--- src/rtl/mem_pkg.sv ---
`default_nettype none
// ============================================================================
// Module   : mem_pkg
// Purpose  : Shared definitions for the main-memory arbiter and the two cache
//            controllers that sit above it.
// Revision : 1.0
// ============================================================================
package mem_pkg;

    // Default bus widths shared with the instruction and data cache controllers
    localparam int MEM_ADDR_W = 32;
    localparam int MEM_LINE_W = 128;

    // Arbiter controller states
    typedef enum logic [1:0] {
        ST_IDLE = 2'd0,
        ST_MEM  = 2'd1,
        ST_RESP = 2'd2
    } state_t;

    // Transaction owner encoding
    localparam logic OWNER_I = 1'b0;
    localparam logic OWNER_D = 1'b1;

endpackage : mem_pkg
`default_nettype wire

--- src/rtl/mem_arbiter_rr_arb2.sv ---
`default_nettype none
// ============================================================================
// Module   : rr_arb2
// Purpose  : Two-input round-robin grant. Under contention the side opposite
//            the last-served side wins; the pointer moves when a transaction
//            retires.
// Revision : 1.0
// ============================================================================
module rr_arb2
    import mem_pkg::*;
(
    input  logic clock,
    input  logic reset,
    input  logic i_req_i,
    input  logic d_req_i,
    input  logic update_i,
    input  logic owner_i,
    output logic valid_o,
    output logic grant_o
);

    logic last_q;
    logic last_d;

    // Grant selection and pointer next-state
    always_comb begin
        valid_o = i_req_i | d_req_i;
        grant_o = OWNER_I;
        last_d  = last_q;
        if (i_req_i && d_req_i) begin
            grant_o = (last_q == OWNER_I) ? OWNER_D : OWNER_I;
        end else if (d_req_i) begin
            grant_o = OWNER_D;
        end
        if (update_i) begin
            last_d = owner_i;
        end
    end

    // Last-served pointer; starts at I so D wins the first contention
    always_ff @(posedge clock or negedge reset) begin
        if (!reset) begin
            last_q <= OWNER_I;
        end else begin
            last_q <= last_d;
        end
    end

endmodule : rr_arb2
`default_nettype wire

--- src/rtl/mem_arbiter.sv ---
`default_nettype none
// ============================================================================
// Module   : mem_arbiter
// Purpose  : Arbitrates I-cache line fills and D-cache fills / write-backs
//            onto a single main-memory port. All outputs are registered.
// Revision : 1.0
// ============================================================================
module mem_arbiter
    import mem_pkg::*;
#(
    parameter int ADDR_W = MEM_ADDR_W,
    parameter int LINE_W = MEM_LINE_W
) (
    input  logic              clock,
    input  logic              reset,
    input  logic              i_req,
    input  logic [ADDR_W-1:0] i_addr,
    output logic              i_ack,
    output logic [LINE_W-1:0] i_rdata,
    input  logic              d_req,
    input  logic              d_we,
    input  logic [ADDR_W-1:0] d_addr,
    input  logic [LINE_W-1:0] d_wdata,
    output logic              d_ack,
    output logic [LINE_W-1:0] d_rdata,
    output logic              mem_req,
    output logic              mem_we,
    output logic [ADDR_W-1:0] mem_addr,
    output logic [LINE_W-1:0] mem_wdata,
    input  logic              mem_ack,
    input  logic [LINE_W-1:0] mem_rdata
);

    // Clears the byte-within-line offset so memory only ever sees aligned lines
    localparam logic [ADDR_W-1:0] LINE_MASK = ~ADDR_W'(LINE_W / 8 - 1);

    state_t            state_q,     state_d;
    logic              owner_q,     owner_d;
    logic              mem_req_q,   mem_req_d;
    logic              mem_we_q,    mem_we_d;
    logic [ADDR_W-1:0] mem_addr_q,  mem_addr_d;
    logic [LINE_W-1:0] mem_wdata_q, mem_wdata_d;
    logic              i_ack_q,     i_ack_d;
    logic              d_ack_q,     d_ack_d;
    logic [LINE_W-1:0] i_rdata_q,   i_rdata_d;
    logic [LINE_W-1:0] d_rdata_q,   d_rdata_d;

    logic w_arb_valid;
    logic w_arb_grant;
    logic w_arb_update;

    rr_arb2 u_rr_arb2 (
        .clock    (clock),
        .reset    (reset),
        .i_req_i  (i_req),
        .d_req_i  (d_req),
        .update_i (w_arb_update),
        .owner_i  (owner_q),
        .valid_o  (w_arb_valid),
        .grant_o  (w_arb_grant)
    );

    // Next-state and output-register logic for the IDLE/MEM/RESP controller
    always_comb begin
        state_d      = state_q;
        owner_d      = owner_q;
        mem_req_d    = mem_req_q;
        mem_we_d     = mem_we_q;
        mem_addr_d   = mem_addr_q;
        mem_wdata_d  = mem_wdata_q;
        i_ack_d      = 1'b0;
        d_ack_d      = 1'b0;
        i_rdata_d    = i_rdata_q;
        d_rdata_d    = d_rdata_q;
        w_arb_update = 1'b0;

        case (state_q)
            ST_IDLE: begin
                if (w_arb_valid) begin
                    owner_d   = w_arb_grant;
                    mem_req_d = 1'b1;
                    state_d   = ST_MEM;
                    if (w_arb_grant == OWNER_D) begin
                        mem_we_d    = d_we;
                        mem_addr_d  = d_addr & LINE_MASK;
                        mem_wdata_d = d_wdata;
                    end else begin
                        mem_we_d    = 1'b0;
                        mem_addr_d  = i_addr & LINE_MASK;
                        mem_wdata_d = '0;
                    end
                end
            end
            ST_MEM: begin
                if (mem_ack) begin
                    mem_req_d = 1'b0;
                    state_d   = ST_RESP;
                    if (owner_q == OWNER_D) begin
                        d_ack_d = 1'b1;
                        // Write-backs leave the last fill data visible
                        if (!mem_we_q) begin
                            d_rdata_d = mem_rdata;
                        end
                    end else begin
                        i_ack_d   = 1'b1;
                        i_rdata_d = mem_rdata;
                    end
                end
            end
            ST_RESP: begin
                w_arb_update = 1'b1;
                state_d      = ST_IDLE;
            end
            default: begin
                state_d = ST_IDLE;
            end
        endcase
    end

    // State and output registers; reset abandons any transaction in flight
    always_ff @(posedge clock or negedge reset) begin
        if (!reset) begin
            state_q     <= ST_IDLE;
            owner_q     <= OWNER_I;
            mem_req_q   <= 1'b0;
            mem_we_q    <= 1'b0;
            mem_addr_q  <= '0;
            mem_wdata_q <= '0;
            i_ack_q     <= 1'b0;
            d_ack_q     <= 1'b0;
            i_rdata_q   <= '0;
            d_rdata_q   <= '0;
        end else begin
            state_q     <= state_d;
            owner_q     <= owner_d;
            mem_req_q   <= mem_req_d;
            mem_we_q    <= mem_we_d;
            mem_addr_q  <= mem_addr_d;
            mem_wdata_q <= mem_wdata_d;
            i_ack_q     <= i_ack_d;
            d_ack_q     <= d_ack_d;
            i_rdata_q   <= i_rdata_d;
            d_rdata_q   <= d_rdata_d;
        end
    end

    assign mem_req   = mem_req_q;
    assign mem_we    = mem_we_q;
    assign mem_addr  = mem_addr_q;
    assign mem_wdata = mem_wdata_q;
    assign i_ack     = i_ack_q;
    assign d_ack     = d_ack_q;
    assign i_rdata   = i_rdata_q;
    assign d_rdata   = d_rdata_q;

endmodule : mem_arbiter
`default_nettype wire

--- config.mk ---
export PLATFORM = sky130hd
export DESIGN_NAME = mem_arbiter
export DESIGN_NICKNAME = d
export VERILOG_FILES = /design/src/rtl/mem_pkg.sv /design/src/rtl/mem_arbiter_rr_arb2.sv /design/src/rtl/mem_arbiter.sv
export SDC_FILE = /design/constraint.sdc
export NUM_CORES = 1
export LEC_CHECK = 0
export ABC_CLOCK_PERIOD_IN_PS = 2200
export CAP_MARGIN = 25
export CORE_AREA = 8 8 280 282
export CTS_CLUSTER_SIZE = 40
export DETAILED_ROUTE_END_ITERATION = 16
export DIE_AREA = 0 0 288 290
export GPL_ROUTABILITY_DRIVEN = 1
export GPL_TIMING_DRIVEN = 0
export SLEW_MARGIN = 20
export SYNTH_ARGS = -nofsm -noshare
export SYNTH_HDL_FRONTEND = slang
export SYNTH_HIERARCHICAL = 1
export SYNTH_SLANG_ARGS = --single-unit
--- constraint.sdc ---
create_clock -name clock -period 2.2 [get_ports clock]
set_input_delay 0.44 -clock clock [delete_from_list [all_inputs] [get_ports clock]]
set_output_delay 0.44 -clock clock [all_outputs]
set_load 0.03 [all_outputs]
==> results.yml <==
global_route:
  grtUsageMet2_pct: 26.61
  grt_pass1_vias: 13980
  grt_remaining_overflow: 0
  use_met3_pct: 5.706
  met1_usage_pct: 15.55
  grt_pass1_wl_um: 93340
  grt.total_usage_pct: 14.66
  grt_max_degree: 104
  busiest_layer: "met2"
  antenna_found_initial: 15
clock_tree:
  cts.sinks: 420
  clkTransAtPathRegs_ns: 0.06
  clockBufferDepth: 3
  htreeDepth: 2
  cts_tree: "built"
  root_buffer: "clkbuf_16"
  insertion_delay_ns: 0.57
  numCtsBuffers: 48
die:
  io_pins: 746
  core_area_um2: 73820
  die-width_um: 288
  die_area_um2: 83520
  rows: 100
  start_util_pct: 22.01
  die_h_um: 290
pwr:
  vdd_drop_max_mv: 0.6218
  p_int_w: 0.02577
  p_sw_w: 0.01763
  power_density_nw_per_um2: 1624
  seq_power_share_pct: 30.5
  combPwrFrac_pct: 49.8
  p_leak_nw: 11.23
  switching_share_pct: 40.62
  clock_power_share_pct: 19.7
sta:
  setup_violations: 0
  hold_violations: 0
  post-route-period-util_pct: 97.28
  drv_slew: 0
  fin_skew_ns: 0.006718
  fin_crit_ns: 2.140
  worst_pin_slew_ns: 0.6284
  hold_slack_ns: 0.3278
  fmax_ghz: 0.4673
  rsz0062_at_grt: "yes"
  slew_headroom_pct: 58.11
place:
  dp_cells: 2958
  dp_hpwl_um: 51900
  portBuffers: 733
  gp_congestion: 0.8351
logic_synthesis:
  ys_types: 21
  synth-seq-area-share_pct: 64.69
  post_synth.cell_area_avg_um2: 13.01
  netlist_instances: 1249
  ys_ff_latch: 420
  netlist_area_um2: 16250
  yosys_warnings: 6
setup_path:
  reg2reg_slack_ns: 0.09
  ff2ff_path_depth: 4
  critical_path_required_ns: 1.76
  slowest_delay_ns: 0.74
  critPathBufInv: 1
  r2r-start: "state_q[1]"
  crit_path_top_delay_cell: "clkdlybuf4s50_1"
  start_kind: "register"
  cp-end-kind: "output port"
  crit_path_max_fanout: 2
  path_class: "register to output port"
  r2r-end: "i_rdata[16]"
  crit_chain: "clkdlybuf4s50_1"
  critPathTopFamily: "buffers and inverters"
  critPathArrivalTime_ns: 1.70
detailed_routing:
  dr.pass1.iters: 4
  viasPerCell: 4.187
  vias: 12780
  wl_per_cell_um: 21.03
  ant_nets: 0
  wl_um: 64180
  first_iter_violations: 401
  drcViolationCount: 0
final_layout:
  area_growth_pct: 64.45
  fin_nets: 2367
  drive_above_1_share_pct: 19.89
  fin_cells: 3052
job:
  max_cap_viol_count: 0
hold_path:
  min_path_type: "input pin to asynchronous set/reset pin"
run_status:
  status: "completed"
## placed cells by master (no fill, tap or decap), types with 7 or more instances in the layout
cell type        count
buf_6               28
nand2_1            288
mux2i_1             28
buf_4               21
dlygate4sd2_1       11
o21ai_1            139
clkinv_2             9
clkdlybuf4s50_1    717
bufinv_16            7
clkbuf_16           49
o21ai_0             18
clkbuf_8             9
mux2_2             256
dfrtp_1            420
clkbuf_2            12
clkbuf_1            28
## worst register-to-register path: cells and delay by family (launching register included)
family / cells / cell delay [ns]
buffers and inverters: 1 / 0.51
AND/OR/NAND/NOR: 2 / 0.65
multiplexers: 1 / 0.43
flip-flops: 1 / 0.40
## sequential cells by signal, summed over array words and instances, names as in the netlist
signal and flops:
d_ack 1, d_rdata 128, i_ack 1, i_rdata 128, mem_addr 28, mem_req 1
mem_wdata 128, mem_we 1, owner_q 1, state_q 2, u_rr_arb2/last_q 1
## area by class of cell
cell class              instances  area [um2]
fillers                      7246       47100
flip-flops and latches        420       10510
repair buffers                739        7478
multi-input cells             745        5150
clock buffers                  65        1376
well taps                     969        1212
plain buffers                  85       629.4
clock inverters                25       351.6
inverters                       2       7.507
diodes                          2       5.005
## logic make-up (layout without fill, tap and decap cells)
family / after synthesis / count (layout) / share of synthesized area [%]
compound gates: 159 / 159 / 4.928
mux: 286 / 286 / 19.65
simple gates: 296 / 296 / 6.969
other cells: 1 / 6 / 0.02308
flops: 420 / 420 / 64.69
buf+inv: 87 / 916 / 3.742
## routing by layer
layer	vias to the layer above	part of all wire [%]
li1	5796	-
met1	6305	36
met4	0	2.9
met2	574	51
met3	105	9.8
met5	-	0
## power groups by stage
stage	Clock [W]	Combinational (W)	Sequential [W]
2_1_floorplan	0	0.00453	0.0201
3_3_place_gp	0	0.0217	0.0132
3_5_place_dp	0	0.0219	0.0134
4_1_cts	0.00888	0.0219	0.0133
5_1_grt	0.00918	0.0226	0.0137
6_report	0.00857	0.0216	0.0132
## how the worst max path moves through the flow
stage | startpoint | end | slack, ns | cells past startpoint
2_1_floorplan | d_req | owner_q | 0.52 | 6
3_3_place_gp | reset | d_rdata[90] | -17.54 | 1
3_5_place_dp | d_req | mem_wdata[118] | -0.98 | 7
4_1_cts | d_rdata[86] | d_rdata[86] | 0.001 | 1
5_1_grt | state_q[1] | i_rdata[115] | -0.04 | 5
6_report | mem_wdata[118] | mem_wdata[118] | 0.06 | 1
## through the flow
| stage | utilization [%] | area (um2) | setup TNS [ns] | power (W) | setup WS, ns |
|---|---|---|---|---|---|
| 5_1_grt | 36.20 | 26720 | -0.4599 | 0.04552 | -0.03771 |
| 6_report | 36.20 | 26720 | 0 | 0.04340 | 0.05988 |
| 2_1_floorplan | - | 16260 | 0 | 0.02466 | 0.5224 |
| 3_5_place_dp | 33.76 | 24920 | -233.23 | 0.03528 | -0.9826 |
| 4_1_cts | 36.13 | 26670 | 0 | 0.04407 | 0.001321 |
| 3_3_place_gp | 33.61 | 24810 | -7545.78 | 0.03496 | -17.54 |
## cells in the mapped netlist
cell	instances	area, um2
buf_2	3	15.01
mux2i_1	28	280.3
mux2_4	2	30.03
nor2_1	3	11.26
conb_1	1	3.750
a21boi_0	1	7.510
or2_2	1	6.260
buf_4	22	165.2
o21ai_0	18	90.09
clkbuf_1	34	127.6
a211oi_1	1	7.510
nand2_1	288	1081
or3b_1	1	8.760
o21ai_1	139	695.7
and2b_1	1	7.510
dfrtp_1	420	10510
buf_6	26	292.8
nor3_2	1	10.01
nand3b_1	1	7.510
inv_1	2	7.510
mux2_2	256	2883
## what timing repair did
item                                   4_1_cts  5_1_grt
hold buffers                                 1        0
pin swaps                                    0        1
setup buffers                                0        1
setup endpoints to repair                  360      199
gates resized for setup                     19       25
endpoints found under the hold margin       32        0
Power figures use the tool's default switching activity.
